### src/rtl/sdcard_spi_target.sv
// sdcard_spi_target: SD-card SPI mode-0 target with command framing and response FIFO.
// Define CRC7_CHECK_EN to verify the CRC7 of received command frames.
module sdcard_spi_target #(
  parameter int RESP_DEPTH  = 4,
  parameter int SYNC_STAGES = 2
) (
  input  logic        clk,
  input  logic        rst,
  input  logic        sclk,
  input  logic        cs_n,
  input  logic        mosi,
  output logic        miso,
  output logic        miso_oe,
  output logic [7:0]  rx_data,
  output logic        rx_valid,
  output logic        cmd_valid,
  output logic [5:0]  cmd_index,
  output logic [31:0] cmd_arg,
  output logic [6:0]  cmd_crc,
  output logic        cmd_crc_ok,
  input  logic [7:0]  resp_data,
  input  logic        resp_wr,
  output logic        resp_full,
  output logic        resp_overflow,
  input  logic        resp_flush
);
  localparam int AW = $clog2(RESP_DEPTH);
  localparam logic [AW:0] ONE = 1;
  typedef enum logic {IDLE, COLLECT} state_t;
  logic [SYNC_STAGES-1:0] sclk_sync_q, sclk_sync_d, cs_sync_q, cs_sync_d, mosi_sync_q, mosi_sync_d;
  logic sclk_prev_q, cs_prev_q, miso_oe_q, miso_oe_d, rx_valid_q, rx_valid_d, cmd_valid_q, cmd_valid_d;
  logic cmd_crc_ok_q, cmd_crc_ok_d, resp_full_q, resp_full_d, resp_overflow_q, resp_overflow_d;
  logic [2:0] bit_cnt_q, bit_cnt_d, cnt_q, cnt_d;
  logic [6:0] rx_sh_q, rx_sh_d, cmd_crc_q, cmd_crc_d, crc_q, crc_d;
  logic [7:0] tx_sh_q, tx_sh_d, rx_data_q, rx_data_d, rx_byte, head, next_tx;
  logic [5:0] cmd_index_q, cmd_index_d, idx_q, idx_d;
  logic [31:0] cmd_arg_q, cmd_arg_d, arg_q, arg_d;
  logic [AW:0] wr_ptr_q, wr_ptr_d, rd_ptr_q, rd_ptr_d;
  logic [7:0] mem_q [RESP_DEPTH];
  state_t state_q, state_d;
  logic sclk_s, cs_s, mosi_s, cs_fall, cs_rise, sclk_rise, sclk_fall, byte_done, pop, pop_ok, push_ok;
`ifdef CRC7_CHECK_EN
  function automatic logic [6:0] crc7(input logic [6:0] c, input logic [7:0] b);
    logic [6:0] r;
    r = c;
    for (int i = 7; i >= 0; i--) r = {r[5:0], 1'b0} ^ ((r[6] ^ b[i]) ? 7'h09 : 7'h00);
    return r;
  endfunction
`endif
  assign sclk_s = sclk_sync_q[SYNC_STAGES-1];
  assign cs_s   = cs_sync_q[SYNC_STAGES-1];
  assign mosi_s = mosi_sync_q[SYNC_STAGES-1];
  assign cs_fall   = cs_prev_q & ~cs_s;
  assign cs_rise   = ~cs_prev_q & cs_s;
  assign sclk_rise = ~sclk_prev_q & sclk_s & ~cs_s;
  assign sclk_fall = sclk_prev_q & ~sclk_s & ~cs_s & ~cs_fall;
  assign byte_done = sclk_rise & (bit_cnt_q == 3'd7);
  assign rx_byte   = {rx_sh_q, mosi_s};
  assign pop       = cs_fall | (sclk_fall & (bit_cnt_q == 3'd0));
  assign pop_ok    = pop & (wr_ptr_q != rd_ptr_q);
  assign push_ok   = resp_wr & ~resp_flush & (~resp_full_q | pop_ok);
  assign head      = mem_q[rd_ptr_q[AW-1:0]];
  assign next_tx   = pop_ok ? head : 8'hFF;
  always_comb begin
    sclk_sync_d = {sclk_sync_q[SYNC_STAGES-2:0], sclk};
    cs_sync_d   = {cs_sync_q[SYNC_STAGES-2:0], cs_n};
    mosi_sync_d = {mosi_sync_q[SYNC_STAGES-2:0], mosi};
    miso_oe_d   = cs_fall | (miso_oe_q & ~cs_rise);
    bit_cnt_d   = (cs_fall | cs_rise) ? 3'd0 : sclk_rise ? bit_cnt_q + 3'd1 : bit_cnt_q;
    rx_sh_d     = sclk_rise ? rx_byte[6:0] : rx_sh_q;
    rx_data_d   = byte_done ? rx_byte : rx_data_q;
    rx_valid_d  = byte_done;
    tx_sh_d     = cs_rise ? 8'hFF : pop ? next_tx : sclk_fall ? {tx_sh_q[6:0], 1'b1} : tx_sh_q;
    wr_ptr_d    = resp_flush ? '0 : push_ok ? wr_ptr_q + ONE : wr_ptr_q;
    rd_ptr_d    = resp_flush ? '0 : pop_ok ? rd_ptr_q + ONE : rd_ptr_q;
    resp_full_d = (wr_ptr_d[AW] != rd_ptr_d[AW]) && (wr_ptr_d[AW-1:0] == rd_ptr_d[AW-1:0]);
    resp_overflow_d = ~resp_flush & (resp_overflow_q | (resp_wr & ~push_ok));
    state_d      = state_q;
    cnt_d        = cnt_q;
    idx_d        = idx_q;
    arg_d        = arg_q;
    crc_d        = crc_q;
    cmd_valid_d  = 1'b0;
    cmd_index_d  = cmd_index_q;
    cmd_arg_d    = cmd_arg_q;
    cmd_crc_d    = cmd_crc_q;
    cmd_crc_ok_d = cmd_crc_ok_q;
    if (cs_rise) state_d = IDLE;
    else if (byte_done && state_q == IDLE && rx_byte[7:6] == 2'b01) begin
      state_d = COLLECT;
      cnt_d   = 3'd1;
      idx_d   = rx_byte[5:0];
`ifdef CRC7_CHECK_EN
      crc_d   = crc7(7'd0, rx_byte);
`endif
    end else if (byte_done && state_q == COLLECT && cnt_q != 3'd5) begin
      cnt_d = cnt_q + 3'd1;
      arg_d = {arg_q[23:0], rx_byte};
`ifdef CRC7_CHECK_EN
      crc_d = crc7(crc_q, rx_byte);
`endif
    end else if (byte_done && state_q == COLLECT) begin
      state_d     = IDLE;
      cmd_valid_d = 1'b1;
      cmd_index_d = idx_q;
      cmd_arg_d   = arg_q;
      cmd_crc_d   = rx_byte[7:1];
`ifdef CRC7_CHECK_EN
      cmd_crc_ok_d = rx_byte[0] & (crc_q == rx_byte[7:1]);
`else
      cmd_crc_ok_d = rx_byte[0];
`endif
    end
  end
  always_ff @(posedge clk or negedge rst) begin
    if (!rst) begin
      sclk_sync_q <= '0;
      cs_sync_q <= '1;
      mosi_sync_q <= '1;
      sclk_prev_q <= 1'b0;
      cs_prev_q <= 1'b1;
      miso_oe_q <= 1'b0;
      bit_cnt_q <= '0;
      rx_sh_q <= '0;
      rx_data_q <= '0;
      rx_valid_q <= 1'b0;
      tx_sh_q <= 8'hFF;
      wr_ptr_q <= '0;
      rd_ptr_q <= '0;
      resp_full_q <= 1'b0;
      resp_overflow_q <= 1'b0;
      state_q <= IDLE;
      cnt_q <= '0;
      idx_q <= '0;
      arg_q <= '0;
      crc_q <= '0;
      cmd_valid_q <= 1'b0;
      cmd_index_q <= '0;
      cmd_arg_q <= '0;
      cmd_crc_q <= '0;
      cmd_crc_ok_q <= 1'b0;
    end else begin
      sclk_sync_q <= sclk_sync_d;
      cs_sync_q <= cs_sync_d;
      mosi_sync_q <= mosi_sync_d;
      sclk_prev_q <= sclk_s;
      cs_prev_q <= cs_s;
      miso_oe_q <= miso_oe_d;
      bit_cnt_q <= bit_cnt_d;
      rx_sh_q <= rx_sh_d;
      rx_data_q <= rx_data_d;
      rx_valid_q <= rx_valid_d;
      tx_sh_q <= tx_sh_d;
      wr_ptr_q <= wr_ptr_d;
      rd_ptr_q <= rd_ptr_d;
      resp_full_q <= resp_full_d;
      resp_overflow_q <= resp_overflow_d;
      state_q <= state_d;
      cnt_q <= cnt_d;
      idx_q <= idx_d;
      arg_q <= arg_d;
      crc_q <= crc_d;
      cmd_valid_q <= cmd_valid_d;
      cmd_index_q <= cmd_index_d;
      cmd_arg_q <= cmd_arg_d;
      cmd_crc_q <= cmd_crc_d;
      cmd_crc_ok_q <= cmd_crc_ok_d;
    end
  end
  // storage needs no reset; the pointers define what is valid
  always_ff @(posedge clk) if (push_ok) mem_q[wr_ptr_q[AW-1:0]] <= resp_data;
  assign miso          = tx_sh_q[7];
  assign miso_oe       = miso_oe_q;
  assign rx_data       = rx_data_q;
  assign rx_valid      = rx_valid_q;
  assign cmd_valid     = cmd_valid_q;
  assign cmd_index     = cmd_index_q;
  assign cmd_arg       = cmd_arg_q;
  assign cmd_crc       = cmd_crc_q;
  assign cmd_crc_ok    = cmd_crc_ok_q;
  assign resp_full     = resp_full_q;
  assign resp_overflow = resp_overflow_q;
endmodule

### config.mk
export PLATFORM = sky130hd
export DESIGN_NAME = sdcard_spi_target
export DESIGN_NICKNAME = d
export VERILOG_FILES = /design/src/rtl/sdcard_spi_target.sv
export SDC_FILE = /design/constraint.sdc
export NUM_CORES = 1
export LEC_CHECK = 0
export CAP_MARGIN = 10
export CORE_MARGIN = 2
export CORE_UTILIZATION = 40
export CTS_BUF_LIST = sky130_fd_sc_hd__clkbuf_8
export CTS_CLUSTER_DIAMETER = 100
export DETAILED_ROUTE_END_ITERATION = 8
export HOLD_SLACK_MARGIN = 0.1
export REMOVE_ABC_BUFFERS = 1
export SYNTH_ARGS = -nofsm -noshare
export SYNTH_HDL_FRONTEND = slang
export SYNTH_SLANG_ARGS = --single-unit
### constraint.sdc
create_clock -name clk -period 4.7 [get_ports clk]
set_input_delay 0.94 -clock clk [delete_from_list [all_inputs] [get_ports clk]]
set_output_delay 0.94 -clock clk [all_outputs]
set_load 0.005 [all_outputs]
==> impl_metrics.tcl, run 1 <==
set metrics [dict create \
    rr_worst_depth 7 \
    start_kind "flop" \
    syn_area_um2 6611 \
    dr.pass1.iters 4 \
    synthCells 493 \
    grt_max_degree 100 \
    die_w_um 132.6 \
    clockBufferDepth 2 \
    maxCapViolations 0 \
    vias_per_cell 4.763 \
    ys_ff_latch 165 \
    track_usage 0.1444 \
    postCtsSetupBuffers 0 \
    gp_congestion 0.7206 \
    most-common-layout-cells "nand2_1 (136), dfrtp_1 (120), clkdlybuf4s50_1 (73)" \
    fin_tns_setup_ns 0 \
    rrSetupSlack_ns 1.72 \
    grt_pass1_wl_um 19840 \
    grt_pass1_vias 3920 \
    wirelength_um 11620 \
    rr_startpoint "sclk_prev_q" \
    leakage_nw 3.669 \
    vias 3825 \
    clk_pin_slew_ns 0.08 \
    worstHoldPathType "flop to flop" \
    cts_resized 0 \
    cts_tree "yes" \
    synth_edf_count 32 \
    multiInputGateArea_um2 2131 \
    initial_core_util 0.4044 \
    min_from "cs_sync_q[0]" \
    critical_path_required_ns 5.02 \
    crit_fanout 36 \
    areaGrowthSynthToFinish_pct 20.44 \
    final_nets 597 \
    slew_headroom 0.4109 \
    yosysWarnings 0 \
    period_needed_ns 2.979 \
    drtIter0Drc 222 \
    htreeDepth 4 \
    io_buffer_count 74 \
    die_height_um 132.6 \
    fp.dieArea_um2 17570 \
    gr-total-overflow 0 \
    power.density_nw_per_um2 357.2 \
    async_flop_share 0.8061 \
    ys_types 48 \
    root_buffer "clkbuf_8" \
    drive_gt1_frac 0.2281 \
    drc 0 \
    post-route-period-util 0.6338 \
    dpl.hpwl_um 7886 \
    drv_slew 0 \
    r2r-end "cnt_q[2]" \
    critPathArrivalTime_ns 3.30 \
    numCtsBuffers 17 \
    final_common_cell "nand2_1" \
    fillers 1469 \
    avgSynthCellArea_um2 13.41 \
    wl_per_cell_um 14.47 \
    min_path_cells 0 \
    irDropWorstVdd_mv 0.2578 \
    antenna_cells 0 \
    fp.coreArea_um2 16350 \
    whs_endpoint "cs_sync_q[1]" \
    ios 75 \
    startpoint "sclk_prev_q" \
    end_kind "flop" \
    total_power_mw 2.844 \
    setup_viol 0 \
    critPathKind "flop to flop" \
    status "complete, no violations" \
    antenna_found_initial 0 \
    regArea_um2 4305 \
    synth-seq-area-share 0.6512 \
    clk_latency_ns 0.44 \
    rsz0062_at_grt "false" \
    fmax_mhz 335.7 \
    synthFlopType "dfrtp_1" \
    hold_viol_final 0 \
    fin_skew_ns 0.01174 \
    worst_pin_slew_ns 0.8836 \
    cts_sinks 165 \
    postRouteAntennaNets 0 \
    ctsHoldBuffers 0 \
    placementRows 47 \
]
==> cell type report <==
cell class,count,share of cell area
Inverter,12,0.005814
Clock inverter,14,0.02231
Multi-Input combinational cell,295,0.2676
Tap cell,220,0.03457
Sequential cell,165,0.5407
Timing Repair Buffer,79,0.09789
Clock buffer,18,0.03111
==> through the flow <==
step,hold WS (ns),cells,cell area [µm²],setup slack [ns],util
3_5_place_dp,0.3574,771,7537,1.684,0.4610
2_1_floorplan,0.3312,472,6476,1.171,-
3_3_place_gp,0.3462,771,7537,1.769,0.4610
4_1_cts,0.3698,803,7963,1.649,0.4871
5_1_grt,0.3696,803,7963,1.381,0.4871
6_report,0.3702,803,7963,1.721,0.4871
==> power breakdown <==
| part | total [mW] | switching [mW] | leakage, nW | internal (mW) |
|---|---|---|---|---|
| registers | 1.59 | 0.0694 | 2.08 | 1.52 |
| clock network | 1.07 | 0.520 | 0.207 | 0.546 |
| logic | 0.190 | 0.0952 | 1.38 | 0.0951 |
==> how the worst max path moves through the flow <==
stage,end,slack [ns]
floorplan,cmd_arg[0],1.17
global placement,cnt_q[2],1.77
detailed placement,cnt_q[2],1.68
CTS,cnt_q[2],1.65
global route,cnt_q[2],1.38
finish,cnt_q[2],1.72
==> kinds of logic (layout without fill, tap and decap cells) <==
family	count (synthesis)	count (layout)	share of synthesized area
AOI/OAI and AO/OA	22	22	0.02385
xor gates and xnor gates	11	11	0.01684
adders and majority gates	12	12	0.02271
buffers and inverters	33	123	0.02744
DFF	165	165	0.6512
muxes	72	72	0.1372
and+or+nand+nor	178	178	0.1207
==> flip-flops by register name, indices dropped and copies added, names as in the netlist, 6 cells and up <==
signal     flops
arg_q         32
cmd_arg       32
mem_q         32
rx_data        8
tx_sh_q        8
cmd_crc        7
rx_sh_q        7
cmd_index      6
idx_q          6
==> per-layer routing <==
layer,GRT usage,wire length [µm]
met1,0.1880,5238
met2,0.2326,5798
met3,0.04176,446
met4,0.05018,139
met5,0,0
==> worst max-delay path, cell delays in order, from the launching register on <==
cell	delay [ns]
dfrtp_1	0.41
nor3b_4	0.55
nand2_2	0.30
clkinv_2	0.23
nand4_4	0.46
inv_2	0.62
nand2_1	0.14
mux2i_1	0.14
==> synth_stat cells, types with 2 or more instances <==
library cell	n	area [µm²]
nor2_1	12	45.04
buf_4	5	37.54
nand4_1	2	12.51
buf_6	4	45.04
dfstp_2	13	341.6
o21ai_0	2	10.01
buf_2	5	25.02
nand4_4	2	42.54
o22ai_1	4	25.02
xnor2_1	4	35.03
edfxtp_1	32	960.9
a21oi_1	2	10.01
nor2b_1	3	18.77
nand2_1	136	510.5
nor3b_1	3	22.52
ha_1	12	150.1
mux2i_1	4	40.04
nor3_1	6	30.03
clkbuf_1	5	18.77
mux2_2	59	664.4
nand3_1	3	15.01
dfrtp_1	120	3003
mux4_2	8	180.2
xor2_1	5	43.79
a21o_1	2	15.01
and3_1	2	12.51
inv_1	10	37.54
o311ai_0	3	26.28
o211ai_1	5	37.54
xnor2_2	2	32.53
Power figures use the tool's default switching activity.
==> run 2: changes to the inputs <==
==> constraint.sdc (replaced) <==
create_clock -name clk -period 2.8 [get_ports clk]
set_input_delay 0.56 -clock clk [delete_from_list [all_inputs] [get_ports clk]]
set_output_delay 0.56 -clock clk [all_outputs]
set_load 0.005 [all_outputs]
==> impl_metrics.tcl, run 2 (same netlist as run 1, synthesis figures left out) <==
set metrics [dict create \
    critPathKind "flop to flop" \
    final_common_cell "nand2_1" \
    power.internal_mw 3.452 \
    io_buffer_count 74 \
    p_clk_frac 0.352 \
    vias_per_cell 4.797 \
    rrSetupSlack_ns 0.65 \
    critical_path_required_ns 3.19 \
    crit_fanout 9 \
    drc 0 \
    cpPeakStageDelay_ns 0.39 \
    crit_path_top_delay_cell "dfrtp_1" \
    post-place-cells 777 \
    clk_latency_ns 0.45 \
    worstHoldPathType "input pin to asynchronous set/reset pin" \
    dpl.hpwl_um 8005 \
    cp_cell_sequence "inv_1 -> ha_1 -> nor2b_1 -> a21o_2 -> nand3_1 -> xor2_1 -> xor2_1 -> and3_1" \
    setup_viol 0 \
    drv_slew 0 \
    combPwrFrac 0.074 \
    start_kind "flop" \
    drtIter0Drc 131 \
    cp_common_cell "xor2_1" \
    cts_tree "yes" \
    cts_sinks 165 \
    placementRows 47 \
    fin_skew_ns 0.008339 \
    slew_headroom 0.4971 \
    rsz0062_at_grt "false" \
    post-route-period-util 0.7663 \
    postCtsSetupBuffers 0 \
    vias 3881 \
    dr.pass1.iters 4 \
    end_kind "flop" \
    worst_pin_slew_ns 0.7515 \
    postRouteAntennaNets 0 \
    swShare 0.2522 \
    cpLargestDelayFamily "simple AND/OR/NAND/NOR gates" \
    crit_cells 8 \
    fp.coreArea_um2 16350 \
    rr_worst_depth 8 \
    track_usage 0.1456 \
    finalNonFillerCells 809 \
    wirelength_um 12010 \
    total_power_mw 4.616 \
    gp_congestion 0.7478 \
    final_nets 603 \
    power.density_nw_per_um2 578.2 \
    most-common-layout-cells "nand2_1 (136), dfrtp_1 (120), clkdlybuf4s50_1 (73)" \
    clk_pin_slew_ns 0.09 \
    die_height_um 132.6 \
    fmax_mhz 466.1 \
    clockBufferDepth 2 \
    grt_pass1_wl_um 20110 \
    grt_pass1_vias 4009 \
    die_w_um 132.6 \
    ctsHoldBuffers 0 \
    maxCapViolations 0 \
    seqPwrFrac 0.574 \
    cts_resized 0 \
    initial_core_util 0.4044 \
    drive_gt1_frac 0.2343 \
    p_sw_mw 1.164 \
    irDropWorstVdd_mv 0.3786 \
    antenna_cells 0 \
    hold_viol_final 0 \
    fin_tns_setup_ns 0 \
    fp.dieArea_um2 17570 \
    root_buffer "clkbuf_8" \
    htreeDepth 4 \
    cp_num_buf_inv 1 \
    leakage_nw 3.676 \
    wl_per_cell_um 14.84 \
    gr-total-overflow 0 \
    numCtsBuffers 17 \
    status "complete, no violations" \
    critPathArrivalTime_ns 2.54 \
    period_needed_ns 2.146 \
    grt_max_degree 77 \
    ios 75 \
    antenna_found_initial 0 \
    areaGrowthSynthToFinish_pct 20.74 \
]
## run 2: final cells by class
cell class,count,area [µm²]
clock inverter,14,127.6
tap,220,275.3
clock buffer,18,247.7
fill,1491,8366
multi-input combinational,295,2131
timing repair buffer,85,849.6
sequential,165,4305
inverter,12,46.29
## run 2: final timing paths
path | startpoint | to
hold / removal | rst | cmd_arg[31]
min in group clk | mosi_sync_q[0] | mosi_sync_q[1]
max in group asynchronous | rst | tx_sh_q[5]
setup reg to reg | bit_cnt_q[0] | resp_full
setup / recovery | bit_cnt_q[0] | resp_full
hold reg to reg | mosi_sync_q[0] | mosi_sync_q[1]
## run 2: power groups by stage
stage          Clock (mW)  Sequential (mW)  Combinational, mW
3_3_place_gp            0             2.70              0.342
6_report             1.62             2.65              0.343
2_1_floorplan           0             2.67              0.209
4_1_cts              1.68             2.65              0.352
5_1_grt              1.78             2.67              0.383
3_5_place_dp            0             2.70              0.351
## run 2: worst register-to-register path, delay by kind of cell (launching register included)
kind                     cells  cell delay, ns
buffers and inverters        1            0.09
flip-flops                   1            0.39
adder cells (fa/ha/maj)      1            0.14
AND/OR/NAND/NOR              3            0.70
XOR/XNOR                     2            0.43
AO/OA/AOI/OAI                1            0.35
## run 2: layer usage
layer / track usage / share of wire
met4: 0.05675 / 0.016
met1: 0.1776 / 0.44
met3: 0.03985 / 0.043
met2: 0.2467 / 0.50
met5: 0 / 0
## run 2: metrics by stage
stage | cell area (µm²) | setup slack, ns | hold WS (ns) | util
4_1_cts | 7983 | 0.6421 | 0.1392 | 0.4883
6_report | 7983 | 0.6543 | 0.1242 | 0.4883
3_3_place_gp | 7607 | 0.6939 | 0.3471 | 0.4653
2_1_floorplan | 6476 | -0.7294 | 0.2644 | -
3_5_place_dp | 7607 | 0.6566 | 0.3468 | 0.4653
5_1_grt | 7983 | 0.4212 | 0.1549 | 0.4883
==> RTL edit: new RTL, config.mk and constraints of run 2 <==
Set the parameter `SYNC_STAGES` to 4 (it was 2).
--- a/src/rtl/sdcard_spi_target.sv
+++ b/src/rtl/sdcard_spi_target.sv
@@ -2,7 +2,7 @@
 // Define CRC7_CHECK_EN to verify the CRC7 of received command frames.
 module sdcard_spi_target #(
   parameter int RESP_DEPTH  = 4,
-  parameter int SYNC_STAGES = 2
+  parameter int SYNC_STAGES = 4
 ) (
   input  logic        clk,
   input  logic        rst,
Check against the original RTL: not equivalent (a bounded check fails within 4 cycles, from zero or initial values and one cycle with rst low).
==> RTL edit against run 2 <==
- worst hold slack gained 0.23 ns
- maximum frequency shrank 6.7%
- utilization grew 0.21 points
- first-iteration DRC count shrank 7.6%
- final area grew 1.5%
- total power grew 2.3%
- highest routed layer unchanged
- combinational power shrank 9.0%
- sequential power grew 3%
- routed wire length shrank 8.3%
- sequential cell count grew 6
- cell count shrank 8.7%
- synthesized area grew 1.8%
- critical path type unchanged
- largest power group unchanged
- setup slack lost 0.15 ns
- global-route usage shrank 1.0 points
==> RTL edit: results (changes against run 2) <==
* Hold_buf cts at 1 (was 0)
* Resized cells post-CTS at 0 (unchanged)
* Nets@finish at 533 (was 603)
* Global-route wire length before repair at 18.9 mm (was 20.1 mm)
* Async S/R FF share, synth at 81.3% (was 80.6%)
* Synthesized instance count at 417 (was 493)
* Post-synth EDFFs at 32 (unchanged)
* HPWL Detailed at 7.75 mm (was 8.00 mm)
* RD Place Congestion at 0.758 (was 0.748)
* Fillers at 1437 (was 1491)
* Worst Reg-to-Reg Cells at 7 (was 8)
* Leakage Power at 0.00366 uW (was 0.00368 uW)
* Non-filler cells, final at 739 (was 809)
* Cell-internal power at 3620 uW (was 3450 uW)
* Fraction of layout cells with a size suffix above 1 at 30.4% (was 23.4%)
* Ranking of synthesized cells by area: dfrtp_1 45%, edfxtp_1 14%, mux2_2 14% (was dfrtp_1 45%, edfxtp_1 15%, mux2_2 10%)
* Postcts setup bufs at 0 (unchanged)
* Initial DRC count at 121 (was 131)
* Drt wl/cell at 14.9 microns (was 14.8 microns)
* Vias per cell at 4.83 (was 4.80)
* Max incr delay on CP at 0.40 ns
* Sequential-to-total area share from yosys stat at 66.3% (was 65.1%)
* CP arrival at 2.41 ns (was 2.54 ns)
* Hold Path Cell Cnt at 0
* Max rail drop VDD at 327 uV (was 379 uV)
* Top Family by Delay on Critical Path: simple AND/OR/NAND/NOR gates (unchanged)
* Hold WC Path Type: flop to flop (was input port to asynchronous set/reset pin)
* Synth unique cells at 43 (was 48)
* Maximum fanout along the worst path at 8 (was 9)
* Synth top cells by count: 122 x dfrtp_1, 81 x mux2_2, 32 x edfxtp_1, 26 x nor2_1, 17 x dfstp_2 (was 136 x nand2_1, 120 x dfrtp_1, 59 x mux2_2, 32 x edfxtp_1, 13 x dfstp_2)
* Status: finished clean (unchanged)
* Hold_ws at 0.355 ns (was 0.124 ns)
* Slew margin rel. at 63.7% (was 49.7%)
* Reg-to-Reg End: mem_q[3][7] (was resp_full)
* Reg-to-reg setup timing slack at 0.50 ns (was 0.65 ns)
* Vias in the first global route at 3732 (was 4009)
* Largest net degree at the start of global routing at 61 (was 77)
* Placed Instances at 706 (was 777)
* GRT Total Usage at 13.6% (was 14.6%)
* Clk_skew at 0.0120 ns (was 0.00834 ns)
-- RTL edit: through the flow --
step | setup WS, ns | instance area, sq um
after floorplan | -0.546 | 6610
after global placement | 0.572 | 7700
after detailed placement | 0.483 | 7700
after CTS | 0.493 | 8100
after global routing | 0.297 | 8100
final | 0.501 | 8100
-- RTL edit: power by group through the flow --
stage / Combinational (uW) / Sequential, uW / Clock, uW
global route: 351 / 2750 / 1850
finish: 312 / 2730 / 1680
CTS: 320 / 2740 / 1750
detailed placement: 318 / 2790 / 0
global placement: 311 / 2780 / 0
floorplan: 184 / 2760 / 0
-- RTL edit: how the worst max path moves through the flow --
stage                       startpoint          end  slack, ns
final                     bit_cnt_q[0]  mem_q[3][7]       0.50
after global routing      bit_cnt_q[0]  mem_q[3][5]       0.30
after CTS                 bit_cnt_q[0]  mem_q[3][2]       0.49
after detailed placement       resp_wr  mem_q[3][7]       0.48
after global placement    cs_sync_q[3]    resp_full       0.57
after floorplan            sclk_prev_q     cnt_q[2]      -0.55
-- RTL edit: per-layer routing --
layer / wire [microns] / share of wire (%) / track usage (%)
met5: 0 / 0 / 0
met4: 217 / 2.0 / 5.44
met3: 437 / 4.0 / 3.92
met2: 5280 / 48 / 21.9
met1: 5080 / 46 / 17.2
-- RTL edit: cell families (layout without fill, tap and decap cells) --
kind of cell	after synthesis	after routing	synth area share (%)
flip-flops	171	171	66.3
multiplexers	111	111	20.1
AND/OR/NAND/NOR	60	60	4.91
AO/OA/AOI/OAI	27	27	2.47
buffers and inverters	25	127	2.34
adder cells (fa/ha/maj)	12	12	2.23
XOR/XNOR	11	11	1.65
-- RTL edit: final cells by class --
| cell class | count | share of cell area (%) |
|---|---|---|
| sequential | 171 | 55.0 |
| timing repair buffer | 85 | 10.2 |
| clock inverter | 13 | 1.59 |
| clock buffer | 19 | 3.23 |
| multi-input combinational | 221 | 26.1 |
| tap | 220 | 3.40 |
| inverter | 10 | 0.463 |
-- RTL edit: worst reg2reg max path: cells and delay by family, from the launching register on --
family,cells,cell delay [ns]
buffers and inverters,1,0.10
flip-flops,1,0.40
AO/OA/AOI/OAI,1,0.24
adder cells (fa/ha/maj),1,0.14
AND/OR/NAND/NOR,4,1.09
